`src/rtl/reg_scoreboard.sv`:
```
// Per-register pending-write scoreboard. It tracks fixed-latency countdowns and variable-latency
// completions, and drives the decode stall. Optional statistics counters are enabled by SB_STATS_EN.
module reg_scoreboard #(
  parameter int LAT_W   = 3,
  parameter int MAX_VAR = 2
) (
  input  logic                         clk_core,
  input  logic                         reset_n,
  input  logic                         de_issue,
  input  logic [1:0]                   de_class,
  input  logic [LAT_W-1:0]             de_lat,
  input  logic [4:0]                   de_rd,
  input  logic [4:0]                   de_rs1,
  input  logic [4:0]                   de_rs2,
  input  logic                         de_use_rs1,
  input  logic                         de_use_rs2,
  input  logic                         de_chk_rd,
  input  logic [1:0]                   de_chk_class,
  input  logic                         kill,
  input  logic                         cmpl_valid,
  input  logic [4:0]                   cmpl_reg,
  output logic                         sb_stall,
  output logic [31:0]                  sb_busy,
  output logic [$clog2(MAX_VAR+1)-1:0] sb_var_cnt
`ifdef SB_STATS_EN
  ,
  output logic [31:0]                  sb_stall_cycles,
  output logic [15:0]                  sb_kill_events
`endif
);

  localparam int VCW = $clog2(MAX_VAR+1);

  typedef enum logic [1:0] {ST_IDLE, ST_FIX, ST_VAR} ent_state_t;

  logic             issue_ok;
  logic [LAT_W-1:0] lat_eff;
  logic [31:0]      busy_vec;
  logic [31:0]      young_vec;
  logic [31:0]      var_next_vec;
  logic [5:0]       var_pop;
  logic [VCW-1:0]   var_cnt_q, var_cnt_d;

  // A killed issue is never recorded, so the kill masks the issue here once for all entries.
  assign issue_ok = de_issue && (de_class == 2'd1 || de_class == 2'd2) && (de_rd != 5'd0) && !kill;
  assign lat_eff  = (de_lat == '0) ? LAT_W'(1) : de_lat;

  assign busy_vec[0]     = 1'b0;
  assign young_vec[0]    = 1'b0;
  assign var_next_vec[0] = 1'b0;

  generate
    for (genvar gi = 1; gi < 32; gi++) begin : g_ent
      ent_state_t       state_q, state_d;
      logic [LAT_W-1:0] cnt_q, cnt_d;
      logic             young_q, young_d;

      always_comb begin
        state_d = state_q;
        cnt_d   = cnt_q;
        young_d = 1'b0;
        case (state_q)
          ST_FIX: begin
            if (cnt_q <= LAT_W'(1)) state_d = ST_IDLE;
            else                    cnt_d   = cnt_q - LAT_W'(1);
          end
          ST_VAR:  if (cmpl_valid && cmpl_reg == 5'(gi)) state_d = ST_IDLE;
          default: ;
        endcase
        if (kill && young_q) state_d = ST_IDLE;
        // A new issue overrides a same-cycle retirement of the previous writer.
        if (issue_ok && de_rd == 5'(gi)) begin
          young_d = 1'b1;
          if (de_class == 2'd1) begin
            state_d = ST_FIX;
            cnt_d   = lat_eff;
          end else begin
            state_d = ST_VAR;
          end
        end
      end

      always_ff @(posedge clk_core) begin
        if (!reset_n) begin
          state_q <= ST_IDLE;
          cnt_q   <= '0;
          young_q <= 1'b0;
        end else begin
          state_q <= state_d;
          cnt_q   <= cnt_d;
          young_q <= young_d;
        end
      end

      assign busy_vec[gi]     = (state_q != ST_IDLE);
      assign young_vec[gi]    = young_q;
      assign var_next_vec[gi] = (state_d == ST_VAR);
    end
  endgenerate

  always_comb begin
    var_pop = '0;
    for (int i = 0; i < 32; i++) var_pop = var_pop + {5'd0, var_next_vec[i]};
    var_cnt_d = (var_pop > 6'(MAX_VAR)) ? VCW'(MAX_VAR) : VCW'(var_pop);
  end

  always_ff @(posedge clk_core) begin
    if (!reset_n) var_cnt_q <= '0;
    else          var_cnt_q <= var_cnt_d;
  end

  assign sb_busy    = busy_vec;
  assign sb_var_cnt = var_cnt_q;

  always_comb begin
    sb_stall = 1'b0;
    if (de_use_rs1 && de_rs1 != 5'd0 && busy_vec[de_rs1]) sb_stall = 1'b1;
    if (de_use_rs2 && de_rs2 != 5'd0 && busy_vec[de_rs2]) sb_stall = 1'b1;
    if (de_chk_rd  && de_rd  != 5'd0 && busy_vec[de_rd])  sb_stall = 1'b1;
    if (de_chk_class == 2'd2 && var_cnt_q == VCW'(MAX_VAR)) sb_stall = 1'b1;
  end

`ifdef SB_STATS_EN
  logic [31:0] stall_cycles_q, stall_cycles_d;
  logic [15:0] kill_events_q, kill_events_d;

  always_comb begin
    stall_cycles_d = stall_cycles_q;
    kill_events_d  = kill_events_q;
    if (sb_stall && stall_cycles_q != '1) stall_cycles_d = stall_cycles_q + 32'd1;
    if (kill && (|young_vec) && kill_events_q != '1) kill_events_d = kill_events_q + 16'd1;
  end

  always_ff @(posedge clk_core) begin
    if (!reset_n) begin
      stall_cycles_q <= '0;
      kill_events_q  <= '0;
    end else begin
      stall_cycles_q <= stall_cycles_d;
      kill_events_q  <= kill_events_d;
    end
  end

  assign sb_stall_cycles = stall_cycles_q;
  assign sb_kill_events  = kill_events_q;
`else
  logic unused_young;
  assign unused_young = ^young_vec;
`endif

`ifndef SYNTHESIS
  issue_while_stalled: assert property (@(posedge clk_core) disable iff (!reset_n) !(de_issue && sb_stall))
    else $error("reg_scoreboard: de_issue asserted while sb_stall=1");
`endif

endmodule

```
`config.mk`:
```
export PLATFORM = sky130hd
export DESIGN_NAME = reg_scoreboard
export DESIGN_NICKNAME = d
export VERILOG_FILES = /design/src/rtl/reg_scoreboard.sv
export SDC_FILE = /design/constraint.sdc
export NUM_CORES = 1
export LEC_CHECK = 0
export CAP_MARGIN = 0
export CORE_MARGIN = 8
export CORE_UTILIZATION = 40
export CTS_BUF_LIST = sky130_fd_sc_hd__clkbuf_2 sky130_fd_sc_hd__clkbuf_4 sky130_fd_sc_hd__clkbuf_8
export CTS_CLUSTER_DIAMETER = 150
export DETAILED_ROUTE_END_ITERATION = 8
export GPL_TIMING_DRIVEN = 0
export REMOVE_ABC_BUFFERS = 1
export SLEW_MARGIN = 20
export SYNTH_ARGS = -nofsm -noshare
export SYNTH_HDL_FRONTEND = slang
export SYNTH_SLANG_ARGS = --single-unit
```
`constraint.sdc`:
```
create_clock -name clk_core -period 9.9 [get_ports clk_core]
set_input_delay 2.475 -clock clk_core [delete_from_list [all_inputs] [get_ports clk_core]]
set_output_delay 2.475 -clock clk_core [all_outputs]
set_load 0.01 [all_outputs]
```
---- Word level (Yosys, flattened, before mapping) ----
Index checks and enable logic that the tools add are counted.
storage, ports and cells
  flip-flop bits (word level) ............. 188
  input bits .............................. 35
  output and inout bits ................... 35
cells by class
  add/sub/neg operators ................... 61
  $lt $le $gt $ge ......................... 35
  equality and inequality tests ........... 159
  muxes and demuxes ....................... 323
  bitwise operators ....................... 1
  reduce and logical (&&, ||, !) cells .... 141
operators by type and width
  cell                   number
  $mux W3                125
  $mux W2                126
  $eq A5 B5 Y1 const B   32
  $add A6 B1 Y6          25
  $eq A2 B2 Y1 const B   65
  $pmux W2 S2            31
  $logic_and A1 B1 Y1    103
  $le A3 B1 Y1 const B   31
  $sub A3 B1 Y3 const B  31
  $eq A5 B4 Y1 const B   16
  $eq A2 B1 Y1 const B   32
  $reduce_bool A2 Y1     31
  $eq A5 B3 Y1 const B   8
  $mux W1                38
  $eq A5 B2 Y1 const B   4
  $lt A5 B6 Y1 const B   3
  $bmux W1 S5            3
  $reduce_bool A5 Y1     3
  $eq A5 B1 Y1 const B   2
  $add A5 B1 Y6          1
  $gt A6 B2 Y1 const B   1
  $add A4 B1 Y5          1
  $add A3 B1 Y4          1
  $add A2 B1 Y3          1
  other kinds (6)        6

---- Longest topological paths before layout ----
Gate-level depths: netlist of run 1.
  depth in word-level cells ............... 40
  depth in mapped cells ................... 25
  depth with buffers taken out ............ 24

---- Worst setup path after synthesis of run 1 ----
OpenSTA, ideal clock, no wires.
  path kind ............................... input to register
  start point ............................. in de_rd[1]
  end point ............................... reg var_cnt_q[1], in the netlist sb_var_cnt[1]
  setup time .............................. 0.115 ns
  arrival ................................. 8.212 ns
  setup slack ............................. 1.573 ns
  cell stages on the path ................. 22
  buffers on the path ..................... 2
  cells stage by stage .................... buf_6 > or4b_4 > buf_6 > nor3_4 > a311oi_1 > nand2_1 > o21ai_0 > fa_1 > inv_1 > fa_1 > inv_1 > fa_1 > fa_1 > fa_1 > fa_1 > inv_1 > fa_1 > inv_1 > fa_1 > inv_1 > o221ai_1 > o21a_1
between the ends
  word-level cells in the longest chain between the ends .. 38
  elaborated cells between the ends (all ways) .. 159
  classes of those cells .................. add/sub: 30; order compare: 1; eq/ne: 62; mux: 32; reduce/logical: 34
RTL lines
  what                               line  text
  start: declaration                 12    input logic [4:0] de_rd,
  $reduce_bool A5 Y1                 45    assign issue_ok = de_issue && (de_class == 2'd1 || de_class == 2'd2) && (de_rd != 5'd0) && !kill;
  $logic_and A1 B1 Y1 (2 in series)  45
  $logic_and A1 B1 Y1                72    if (issue_ok && de_rd == 5'(gi)) begin
  $mux W2                            72
  $eq A2 B2 Y1                       97    assign var_next_vec[gi] = (state_d == ST_VAR);
  $add A1 B1 Y2                      103   for (int i = 0; i < 32; i++) var_pop = var_pop + {5'd0, var_next_vec[i]};
  $add A2 B1 Y3                      103
  $add A3 B1 Y4                      103
  $add A4 B1 Y5                      103
  $add A5 B1 Y6                      103
  $add A6 B1 Y6 (24 in series)       103
  $add A6 B1 Y6 (*)                  103
  $gt A6 B2 Y1                       104   var_cnt_d = (var_pop > 6'(MAX_VAR)) ? VCW'(MAX_VAR) : VCW'(var_pop);
  $mux W2 (*)                        104
  end signal: assignment             109   else var_cnt_q <= var_cnt_d;
  end: declaration                   42    logic [VCW-1:0] var_cnt_q, var_cnt_d;
Every way passes the cells marked *; elsewhere a longest branch is shown, timed or not.
A chain may end at the register's enable or synchronous reset.

---- Final worst setup path of run 1 ----
  start point ............................. in de_rd[0]
  end point ............................... reg var_cnt_q[0], in the netlist sb_var_cnt[0]
between the ends
  word-level cells in the longest chain between the ends .. 38
  elaborated cells between the ends (all ways) .. 159
  classes of those cells .................. add/sub: 30; order compare: 1; eq/ne: 62; mux: 31; reduce/logical: 35
RTL lines
  what                               line
  $reduce_bool A5 Y1                 45
  $logic_and A1 B1 Y1 (2 in series)  45
  $logic_and A1 B1 Y1                72
  $mux W2                            72
  $eq A2 B2 Y1                       97
  $add A1 B1 Y2                      103
  $add A2 B1 Y3                      103
  $add A3 B1 Y4                      103
  $add A4 B1 Y5                      103
  $add A5 B1 Y6                      103
  $add A6 B1 Y6 (24 in series)       103
  $add A6 B1 Y6 (*)                  103
  $gt A6 B2 Y1                       104
  $reduce_or A2 Y1 (no source line)  -
Marked as above.

==> impl_metrics.py, run 1 <==
metrics = {
    "flow_run": {
        "drv_cap": 0,
    },
    "detailed_routing": {
        "antenna_left": 0,
        "via_per_inst": 5.34,
        "drtPass1Iterations": 5,
        "drt_wl_total_um": 36100,
        "drt_iter0_drc": 684,
        "vias": 10880,
        "drt_drc_violations_left": 0,
        "avgRoutedWirePerCell_um": 17.7,
    },
    "floorplanning": {
        "rows": 67,
        "die_y_um": 200,
        "ios": 70,
        "die_w_um": 200,
        "initial_core_util_pct": 40.5,
        "coreArea_mm2": 0.0335,
        "die_area_mm2": 0.0401,
    },
    "global_routing": {
        "grt_overflow": 0,
        "grt_util_all_layers_pct": 17.8,
        "grt_pass1_vias": 10730,
        "grt_max_degree": 104,
        "grt_pass1_wl_um": 57500,
        "antenna_found_initial": 2,
    },
    "place": {
        "pre_cts_ws_ns": -0.288,
        "place_congestion": 0.857,
        "dp_hpwl_um": 26400,
        "port_buffers": 68,
    },
    "worst_setup_path": {
        "worstPathArrival_ns": 9.78,
        "crit_chain": "clkdlybuf4s50_1, nand2b_1, nor3_4, a311oi_1, nand2_1, o21ai_0, fa_1, fa_1, fa_1, fa_1, fa_1, fa_1, inv_1, fa_1, inv_1, fa_1, inv_1, o221ai_1, nor3b_1",
        "regToRegSetupSlack_ns": 3.38,
        "worst-path-max-fanout": 20,
        "worstSetupPathType": "in -> reg",
        "startpoint_type": "input port",
        "cp_slowest_stage_delay_ns": 0.94,
        "crit_family": "adder cells",
        "cp.buffers_inverters": 4,
        "crit_top_cell": "fa_1",
        "crit_required_ns": 10.29,
        "cp_slowest_cell": "clkdlybuf4s50_1",
        "endpoint_kind": "register",
    },
    "sta": {
        "drv_slew": 0,
        "setup_violations": 0,
        "fin_crit_sh_pct": 94.8,
        "slew_headroom_pct": 31.6,
        "hold_viol": 0,
        "rsz0062_at_grt": "false",
        "timing.setup.tns_ns": 0,
        "max_slew.worst_pin.slew_ns": 1.02,
        "clock.fmax_mhz": 107,
        "fin_skew_ns": 0.00928,
        "finalWorstSetupSlack_ns": 0.512,
        "min_period_ns": 9.39,
    },
    "synth": {
        "synthTopCellsByArea": "dfxtp_1 28%, ha_1 15%, nand2_1 6.6%",
        "synthCells": 1548,
        "synth_warnings": 0,
        "synth_seq_cells": 188,
        "ys_seq_area_share_pct": 27.7,
        "netlist_top_cells_count": "240 x nand2_1, 188 x dfxtp_1, 184 x inv_1",
        "synthFlopType": "dfxtp_1",
        "synth_edf_count": 0,
        "postSynthAreaPerCell_um2": 8.78,
        "syn_area_mm2": 0.0136,
        "yosysMostFrequentCell": "nand2_1",
        "yosysTopAreaCell": "dfxtp_1",
        "yosysTopAreaCellShare_pct": 27.7,
        "yosys.cell_types.count": 66,
        "async_flop_share_pct": 0,
    },
    "finish": {
        "area_growth_pct": 11.0,
        "n_antenna_cell": 0,
        "utilization_pct": 45.0,
        "nNetsFinal": 1798,
        "nFillCells": 3337,
        "drive_gt1_share_pct": 8.18,
    },
    "power": {
        "cellPowerDensity_mw_per_mm2": 93.3,
        "ir_worst_vdd_v": 0.0000769,
        "p_leak_nw": 6.56,
    },
    "clock_tree": {
        "cts_buffer_depth": 2,
        "cts_setup_buffers": 0,
        "cts_sinks": 188,
        "postCtsHoldBufs": 0,
        "cts_tree": "built",
        "numCtsBuffers": 17,
        "root_buffer": "clkbuf_8",
        "cts.repair.resized": 0,
        "cts.clk_slew.worst_paths_ns": 0.10,
        "h-tree-depth": 4,
        "clock_latency_ns": 0.48,
    },
    "worst_hold_path": {
        "worstHoldPathType": "reg -> reg",
    },
    "status": {
        "status": "finished, final reports clean",
    },
}
registers in the layout, summed over array words and instances (netlist names):
signal / count
sb_var_cnt: 2
g_ent.cnt_q: 93
g_ent.young_q: 31
g_ent.state_q: 62
stage by stage:
stage / total power, mW / instance area, um2 / cells / hold WS (ns)
2_1_floorplan: 0.824 / 13300 / 1484 / 0.457
3_3_place_gp: 0.904 / 14500 / 2000 / 0.476
3_5_place_dp: 0.907 / 14700 / 2006 / 0.484
4_1_cts: 1.43 / 15100 / 2038 / 0.497
5_1_grt: 1.46 / 15100 / 2038 / 0.527
6_report: 1.41 / 15100 / 2038 / 0.498
power by group:
group / internal, mW / switching (mW)
clock: 0.221 / 0.297
sequential: 0.757 / 0.00121
combinational: 0.0455 / 0.0858
cells by family (layout without fill, tap and decap cells):
logic type               Yosys count  after routing  share of synthesized area, %
other                              1              1                        0.0276
adder cells (fa/ha/maj)          186            186                          18.4
buffers and inverters            249            291                          7.26
AND/OR/NAND/NOR                  454            454                          17.8
multiplexers                      57             57                          5.59
XOR/XNOR                          31             31                          2.00
AO/OA/AOI/OAI                    382            382                          21.2
flip-flops                       188            188                          27.7
area by class of cell:
class                      instances  area [um2]  area share, %
multi-input combinational       1111        8870           58.8
sequential                       188        3760           25.0
timing repair buffer              74         808           5.36
inverter                         185         696           4.61
tap                              448         561           3.72
clock buffer                      20         275           1.82
clock inverter                    12         111          0.738
placed cells by master (no fill, tap or decap), types with 4 or more instances in the layout:
cell type	instances
a31oi_1	5
or2_2	4
nor2_1	9
nor3_2	15
nand4bb_1	4
o211a_1	68
clkinv_2	4
clkdlybuf4s50_1	63
clkbuf_8	20
buf_2	4
nor3b_1	35
nor3_4	7
a32oi_1	4
o211ai_1	15
nor2b_1	8
mux2i_1	41
o2111ai_1	4
a311oi_1	24
fa_1	23
nand2_1	240
o21ba_2	31
xnor2_1	31
ha_1	162
nand3_1	30
and2_1	52
o21ai_0	80
nand2b_1	10
nor3_1	8
mux4_2	15
and3_1	5
nand4b_1	5
a21oi_1	36
o21a_1	22
inv_1	184
dfxtp_1	188
a21boi_0	73
final timing paths:
| path | start | to | cells past startpoint |
|---|---|---|---|
| max | de_rd[0] | sb_var_cnt[0] | 19 |
| min | g_ent[30].state_q[0] | g_ent[30].state_q[0] | 2 |
| min reg2reg | g_ent[30].state_q[0] | g_ent[30].state_q[0] | 2 |
| max reg2reg | g_ent[10].cnt_q[1] | sb_var_cnt[0] | 20 |
layer usage:
metal / vias to the layer above / GRT usage [%] / part of all wire, %
li1: 5382 / - / -
met1: 5225 / 23.6 / 47
met2: 216 / 29.0 / 45
met3: 53 / 3.58 / 5.1
met4: 4 / 4.91 / 2.0
met5: - / 0 / 0.069
worst reg2reg max path, cell delays in order, from the launching register on:
cell	delay, ns
dfxtp_1	0.35
inv_1	0.07
ha_1	0.18
o21ba_2	0.24
o21ai_0	0.19
a311oi_1	0.38
nand2_1	0.11
o21ai_0	0.27
fa_1	0.54
fa_1	0.50
fa_1	0.53
fa_1	0.52
fa_1	0.53
fa_1	0.55
inv_1	0.06
fa_1	0.42
inv_1	0.11
fa_1	0.41
inv_1	0.06
o221ai_1	0.13
nor3b_1	0.29
(Power assumes the default switching activity.)
==> inputs of run 2 (changes only) <==
--- a/config.mk
+++ b/config.mk
@@ -5,7 +5,6 @@
 export SDC_FILE = /design/constraint.sdc
 export NUM_CORES = 1
 export LEC_CHECK = 0
-export CAP_MARGIN = 0
 export CORE_MARGIN = 8
 export CORE_UTILIZATION = 40
 export CTS_BUF_LIST = sky130_fd_sc_hd__clkbuf_2 sky130_fd_sc_hd__clkbuf_4 sky130_fd_sc_hd__clkbuf_8
==> results of run 2 <==
Same layout as run 1: the final DEF is identical, and so are final timing and power.
